==> src/rtl/ntable_pkg.sv <==
// Shared definitions for the nametable stream loader: header default,
// FSM state encoding and the nametable address geometry.
package ntable_pkg;

  localparam logic [7:0] HDR_DEFAULT = 8'hA5;
  localparam int         NT_AW       = 10;
  localparam int         GRID_W      = 5;

  typedef enum logic [2:0] {
    S_IDLE,
    S_ADDR_H,
    S_ADDR_L,
    S_LEN,
    S_DATA,
    S_DRAIN
  } state_t;

endpackage

==> src/rtl/ntable_loader.sv <==
// Byte-stream packet loader that writes nametable RAM, optionally only
// while the display is outside its visible area.
//
// state  | meaning
// IDLE   | hunting for the header byte, other bytes dropped
// ADDR_H | expecting upper address bits (byte[7:2] must be zero)
// ADDR_L | expecting lower 8 address bits
// LEN    | expecting byte count (0 means 256)
// DATA   | accepting payload into the one-entry holding register
// DRAIN  | last byte held, waiting for its RAM write
module ntable_loader
  import ntable_pkg::*;
#(
  parameter int         C_MEMW       = 8,
  parameter bit         C_BLANK_ONLY = 1'b1,
  parameter logic [7:0] C_HDR        = HDR_DEFAULT
) (
  input  logic              clk,
  input  logic              rst_n,
  input  logic [7:0]        in_data,
  input  logic              in_valid,
  output logic              in_ready,
  input  logic              visible,
  output logic [NT_AW-1:0]  addr_ntable,
  output logic [C_MEMW-1:0] wd_ntable,
  output logic              we_ntable,
  output logic              busy,
  output logic              done,
  output logic              err
);

  state_t              state_q, state_d;
  logic                pending_q;
  logic [8:0]          remaining_q;
  logic [NT_AW-1:0]    addr_q;
  logic [C_MEMW-1:0]   wd_q;
  logic                done_q, err_q;
  logic                done_set, err_set;
  logic                wr_ok, xfer, rdy;

  assign wr_ok = ~visible | (C_BLANK_ONLY == 1'b0);

  // Outputs are gated by rst_n so nothing leaks out while reset is held.
  assign we_ntable   = rst_n & pending_q & wr_ok;
  assign in_ready    = rst_n & rdy;
  assign xfer        = in_valid & in_ready;
  assign busy        = rst_n & (state_q != S_IDLE);
  assign done        = rst_n & done_q;
  assign err         = rst_n & err_q;
  assign addr_ntable = addr_q;          // {cuad_fila, cuad_col}
  assign wd_ntable   = wd_q;

  always_comb begin
    state_d  = state_q;
    rdy      = 1'b0;
    done_set = 1'b0;
    err_set  = 1'b0;
    unique case (state_q)
      S_IDLE: begin
        rdy = 1'b1;
        if (xfer && in_data == C_HDR) state_d = S_ADDR_H;
      end
      S_ADDR_H: begin
        rdy = 1'b1;
        if (xfer) begin
          if (in_data[7:2] != 6'd0) begin
            state_d = S_IDLE;
            err_set = 1'b1;
          end else begin
            state_d = S_ADDR_L;
          end
        end
      end
      S_ADDR_L: begin
        rdy = 1'b1;
        if (xfer) state_d = S_LEN;
      end
      S_LEN: begin
        rdy = 1'b1;
        if (xfer) state_d = S_DATA;
      end
      S_DATA: begin
        // Refill in the same cycle the held byte drains to RAM.
        rdy = ~pending_q | wr_ok;
        if (xfer && remaining_q == 9'd1) state_d = S_DRAIN;
      end
      S_DRAIN: begin
        if (we_ntable) begin
          state_d  = S_IDLE;
          done_set = 1'b1;
        end
      end
      default: state_d = S_IDLE;
    endcase
  end

  always_ff @(posedge clk) begin
    if (!rst_n) begin
      state_q     <= S_IDLE;
      pending_q   <= 1'b0;
      remaining_q <= 9'd0;
      addr_q      <= '0;
      wd_q        <= '0;
      done_q      <= 1'b0;
      err_q       <= 1'b0;
    end else begin
      state_q <= state_d;
      done_q  <= done_set;
      err_q   <= err_set;

      if (xfer && state_q == S_ADDR_H)      addr_q[9:8] <= in_data[1:0];
      else if (xfer && state_q == S_ADDR_L) addr_q[7:0] <= in_data;
      else if (we_ntable)                   addr_q      <= addr_q + 10'd1;

      if (xfer && state_q == S_LEN)
        remaining_q <= (in_data == 8'd0) ? 9'd256 : {1'b0, in_data};
      else if (xfer && state_q == S_DATA)
        remaining_q <= remaining_q - 9'd1;

      if (xfer && state_q == S_DATA) begin
        wd_q      <= C_MEMW'(in_data);
        pending_q <= 1'b1;
      end else if (we_ntable) begin
        pending_q <= 1'b0;
      end
    end
  end

endmodule

==> config.mk <==
export PLATFORM = sky130hd
export DESIGN_NAME = ntable_loader
export DESIGN_NICKNAME = d
export VERILOG_FILES = /design/src/rtl/ntable_pkg.sv /design/src/rtl/ntable_loader.sv
export SDC_FILE = /design/constraint.sdc
export NUM_CORES = 1
export LEC_CHECK = 0
export BUFFER_PORTS_ARGS = -buffer_cell sky130_fd_sc_hd__clkbuf_2
export CORE_UTILIZATION = 55
export CTS_CLUSTER_SIZE = 16
export DETAILED_ROUTE_END_ITERATION = 12
export GPL_ROUTABILITY_DRIVEN = 0
export MAX_ROUTING_LAYER = met4
export PLACE_DENSITY = 0.8
export SLEW_MARGIN = 20
export SYNTH_ARGS = -nofsm -noshare
export SYNTH_HDL_FRONTEND = slang
export SYNTH_SLANG_ARGS = --single-unit
==> constraint.sdc <==
create_clock -name clk -period 2.7 [get_ports clk]
set_input_delay 0.54 -clock clk [delete_from_list [all_inputs] [get_ports clk]]
set_output_delay 0.54 -clock clk [all_outputs]
set_load 0.005 [all_outputs]
==> flow_summary.json, run 1 <==
{
  "outcome": "finished clean",
  "path_buf_inv": 1,
  "pwr-share-comb_pct": 5.2,
  "maxSlewHeadroom_pct": 58.8,
  "antenna_cells": 0,
  "skew_ps": 7.49,
  "initial_core_util_pct": 58.8,
  "antenna_found_initial": 0,
  "netlist.area_leader.share_pct": 32.9,
  "p_int_w": 0.000789,
  "clockPowerShare_pct": 46.3,
  "synth_flop_cell": "dfxtp_1",
  "htreeDepth": 2,
  "ys_seq_elements": 33,
  "synth_seq_area_share_pct": 32.9,
  "syn_avg_cell_area_sq_um": 8.13,
  "end_kind": "output pin",
  "startpoint": "state_q[0]",
  "yosys-top-cells-area": "dfxtp_1 33%, nand2_1 7.7%, a21oi_1 6.2%",
  "route.detailed.drc": 0,
  "synthDistinctLibCells": 58,
  "critPathKind": "reg2out",
  "rows": 21,
  "dp.cells": 315,
  "post_cts_resize_count": 0,
  "core-area_sq_mm": 0.00342,
  "r2r-end": "remaining_q[4]",
  "setup_tns_ps": 0,
  "min_path_type": "reg2reg",
  "worstPathArrival_ps": 1490,
  "r2r-start": "state_q[2]",
  "worstPathRequired_ps": 2160,
  "crit_end": "busy",
  "max_freq_ghz": 0.492,
  "synth_top_area_cell": "dfxtp_1",
  "synthCells": 247,
  "worstSetupStartpointType": "flop",
  "path_depth": 3,
  "p_switching_w": 0.000216,
  "placedInstanceArea_sq_mm": 0.00217,
  "ir_worst_vdd_v": 0.000407,
  "setup_ws_ps": 667,
  "clock-root-buffer": "clkbuf_4",
  "finalCritPeriodShare_pct": 75.3,
  "cts_setup_buffers": 0,
  "portBuffers": 34,
  "grt-ovfl-total": 0,
  "syn_to_final_growth_pct": 13.5,
  "drt-pass1-iter-count": 4,
  "grt_first_pass_wirelength_um": 8520,
  "hpwl_um": 3640,
  "critPathTopFamily": "simple AND/OR/NAND/NOR gates",
  "r2r_slack_ps": 710,
  "fp.dieH_um": 62.4,
  "yosys_warnings": 0,
  "timing.final.max_slew_violations": 0,
  "drv_cap": 0,
  "ff2ff_path_depth": 4,
  "synth_edf_count": 0,
  "num_vias": 2020,
  "crit_path_max_incr_delay_ps": 450,
  "clk_pin_slew_ps": 110,
  "wl_per_cell_um": 16.3,
  "rsz0062_at_grt": "no",
  "io_pins": 35,
  "p_leak_nw": 0.907,
  "period_needed_ps": 2030,
  "fp.dieW_um": 62.4,
  "grt_max_degree": 23,
  "crit_fanout": 12,
  "seqPwrFrac_pct": 48.5,
  "dp_slack_ps": 419,
  "power.density_mw_per_mm2": 441,
  "clockBufferDepth": 2,
  "hold_buffers": 0,
  "grtUsageTotal_pct": 28.7,
  "synthArstFlopShare_pct": 0,
  "clk_latency_ps": 340,
  "cts_buffers": 5,
  "drtIter0Drc": 177,
  "finalNetCount": 291,
  "switching_share_pct": 21.5,
  "tritoncts": "built",
  "fin_cells": 323,
  "cpMaxStageDelayCell": "dfxtp_1",
  "syn_area_sq_mm": 0.00201,
  "grt_pass1_vias": 1771,
  "postRouteWirelength_um": 5260,
  "hold_viol": 0,
  "cts_num_sinks": 33,
  "layout-drive-gt1-share_pct": 18.4,
  "vias_per_cell": 6.25,
  "cp_cell_sequence": "or3_1 > and2_1 > clkbuf_2",
  "ant_nets": 0,
  "worst_slew_pin_slew_ps": 617,
  "finalInstanceArea_sq_mm": 0.00228,
  "dieArea_sq_mm": 0.00389,
  "setup_viol": 0,
  "synth.net_count": 262
}
[power groups by stage]
stage               Sequential (W)  Clock (W)  Combinational (W)
finish                    0.000487   0.000465          0.0000525
global route              0.000487   0.000497          0.0000556
CTS                       0.000487   0.000472          0.0000512
detailed placement        0.000498          0          0.0000510
global placement          0.000498          0          0.0000506
floorplan                 0.000498          0          0.0000245
[layout by cell type, fill, tap and decap left out, drive strengths merged, types with 6 or more instances in the layout]
master,n
nand3,11
and2,7
clkbuf,39
a32o,7
nor2,6
a21oi,26
dfxtp,33
nand2,41
o21ai,8
[worst min path at each step]
| stage | from | end | depth (start not counted) |
|---|---|---|---|
| after floorplan | remaining_q[7] | remaining_q[7] | 2 |
| after global placement | wd_ntable[3] | wd_ntable[3] | 2 |
| after detailed placement | wd_ntable[2] | wd_ntable[2] | 2 |
| after CTS | wd_ntable[2] | wd_ntable[2] | 2 |
| after global routing | in_data[4] | wd_ntable[4] | 3 |
| final | wd_ntable[0] | wd_ntable[0] | 2 |
[cells by family after synthesis]
logic type | after synthesis | synth area share, %
and+or+nand+nor | 104 | 29.0
AOI/OAI and AO/OA | 83 | 29.1
DFF | 33 | 32.9
buffers and inverters | 20 | 5.24
muxes | 3 | 1.50
adders and majority gates | 3 | 1.87
xor gates and xnor gates | 1 | 0.436
[sequential cells by signal, indices dropped and copies added (netlist names)]
name,count
remaining_q,9
addr_ntable,10
done_q,1
pending_q,1
err_q,1
state_q,3
wd_ntable,8
[layer usage]
layer / up-vias / global-route usage (%) / share of wire, %
met3: 11 / 6.39 / 5.7
met4: 0 / 14.0 / 1.9
li1: 995 / - / -
met5: - / - / 0
met2: 68 / 42.3 / 46
met1: 946 / 37.1 / 47
[worst min-delay path, delay by kind of cell (launching register included)]
kind / cells / cell delay [ps]
DFF: 1 / 330
and+or+nand+nor: 1 / 50
AOI/OAI and AO/OA: 1 / 50
[cells in the mapped netlist, drive strengths merged (6+ instances only)]
master,n
a21oi,26
dfxtp,33
and2,7
nor2,6
nand3,11
clkbuf,6
a32o,7
buf,10
nand2,41
o21ai,8
[cell type report]
cell class                      instances  area, sq um
Sequential cell                        33          661
Timing Repair Buffer                   38          200
Multi-Input combinational cell        194         1240
Fill cell                             316         1140
Inverter                                4         15.0
Tap cell                               46         57.6
Clock buffer                            5         37.5
Clock inverter                          3         65.1
[through the flow]
stage	power, W	hold WS, ps	util [%]
2_1_floorplan	0.000522	452	-
5_1_grt	0.00104	472	66.7
3_3_place_gp	0.000549	444	63.7
3_5_place_dp	0.000549	449	63.7
4_1_cts	0.00101	465	66.7
6_report	0.00100	462	66.7
No activity file was read; power rests on OpenSTA's default activity.
==> run 2, diff against run 1 <==
clock period = 2.1 ns   (was 2.7 ns; I/O delays follow)
==> flow_summary.json, run 2 (synthesis results as in run 1) <==
{
  "outcome": "finished clean",
  "rows": 21,
  "post_cts_resize_count": 0,
  "core-area_sq_mm": 0.00342,
  "fp.dieH_um": 62.4,
  "min_path_type": "in2reg",
  "clockBufferDepth": 2,
  "rsz0062_at_grt": "no",
  "cts_buffers": 5,
  "end_kind": "output pin",
  "crit_path_max_incr_delay_ps": 460,
  "setup_viol": 0,
  "vias_per_cell": 6.35,
  "layout_commonest_cell": "nand2_1",
  "p_leak_nw": 0.935,
  "cpMaxStageDelayCell": "dfxtp_1",
  "hpwl_um": 3790,
  "maxSlewHeadroom_pct": 64.3,
  "layout-drive-gt1-share_pct": 20.1,
  "critPathKind": "reg2out",
  "crit_fanout": 12,
  "worst_slew_pin_slew_ps": 535,
  "cts_setup_buffers": 0,
  "hold_buffers": 0,
  "tritoncts": "built",
  "antenna_found_initial": 0,
  "hold_viol": 0,
  "cp_cell_sequence": "or3_1 > and2_1 > clkbuf_2",
  "timing.final.max_slew_violations": 0,
  "wl_per_cell_um": 16.1,
  "cts_num_sinks": 33,
  "worstSetupStartpointType": "flop",
  "grtUsageTotal_pct": 28.7,
  "p_total_w": 0.00131,
  "drtIter0Drc": 221,
  "max_freq_ghz": 0.517,
  "finalCritPeriodShare_pct": 92.1,
  "grt_pass1_vias": 1840,
  "ant_nets": 0,
  "skew_ps": 11.9,
  "portBuffers": 34,
  "period_needed_ps": 1930,
  "antenna_cells": 0,
  "grt_max_degree": 17,
  "route.detailed.drc": 0,
  "power.density_mw_per_mm2": 563,
  "fin_hold_ws_ps": 363,
  "grt-ovfl-total": 0,
  "worstPathRequired_ps": 1680,
  "fp.dieW_um": 62.4,
  "postRouteWirelength_um": 5290,
  "grt_first_pass_wirelength_um": 8540,
  "clk_latency_ps": 350,
  "worstPathArrival_ps": 1510,
  "initial_core_util_pct": 58.8,
  "dieArea_sq_mm": 0.00389,
  "clk_pin_slew_ps": 110,
  "htreeDepth": 2,
  "largest_register_ffs": 10,
  "syn_to_final_growth_pct": 15.7,
  "drv_cap": 0,
  "ir_worst_vdd_v": 0.000438,
  "num_vias": 2089,
  "setup_tns_ps": 0,
  "finalNetCount": 297,
  "io_pins": 35,
  "drt-pass1-iter-count": 4,
  "final_cell_mix": "41 x nand2_1, 34 x clkbuf_2, 33 x dfxtp_1",
  "clock-root-buffer": "clkbuf_4"
}
## run 2: per-stage QoR
stage / worst slack (ps) / cell area [sq um] / util, % / instances
after global routing: 91.5 / 2320 / 68.0 / 329
after global placement: 230 / 2220 / 65.0 / 321
final: 166 / 2320 / 68.0 / 329
after floorplan: 452 / 2010 / - / 247
after CTS: 171 / 2320 / 68.0 / 329
after detailed placement: 184 / 2220 / 65.0 / 321
## run 2: routing by layer
layer  up-vias  wire, um  GRT usage [%]
met4         0        76           9.88
met1       992      2330           36.0
met3        10       387           5.29
met2        80      2490           46.2
met5         -         0              -
li1       1007         -              -
## run 2: final cells by class
type,instances,area [sq um]
fill,301,1090
tap,46,57.6
sequential,33,661
timing repair buffer,44,245
clock inverter,3,65.1
clock buffer,5,37.5
inverter,4,15.0
multi-input combinational,194,1240
## run 2: critical path, delay by kind of cell, from the launching register on
family / cells / cell delay, ps
simple gates: 2 / 610
buf+inv: 1 / 100
flops: 1 / 460
## run 2: where the power goes
group	leakage (nW)	total, W	internal, W	switching, W
Combinational	0.614	0.0000695	0.0000224	0.0000471
Sequential	0.266	0.000626	0.000626	0.000000440
Clock	0.0552	0.000611	0.000368	0.000242
Total	0.935	0.00131	0.00102	0.000290
## run 2: path summary, 6_finish.rpt
check             depth (start not counted)          from  slack [ps]              to
setup reg to reg                          4    state_q[1]         230  addr_ntable[6]
hold reg to reg                           2  wd_ntable[2]         460    wd_ntable[2]
hold / removal                            3    in_data[0]         360    wd_ntable[0]
setup / recovery                          3    state_q[0]         170            busy
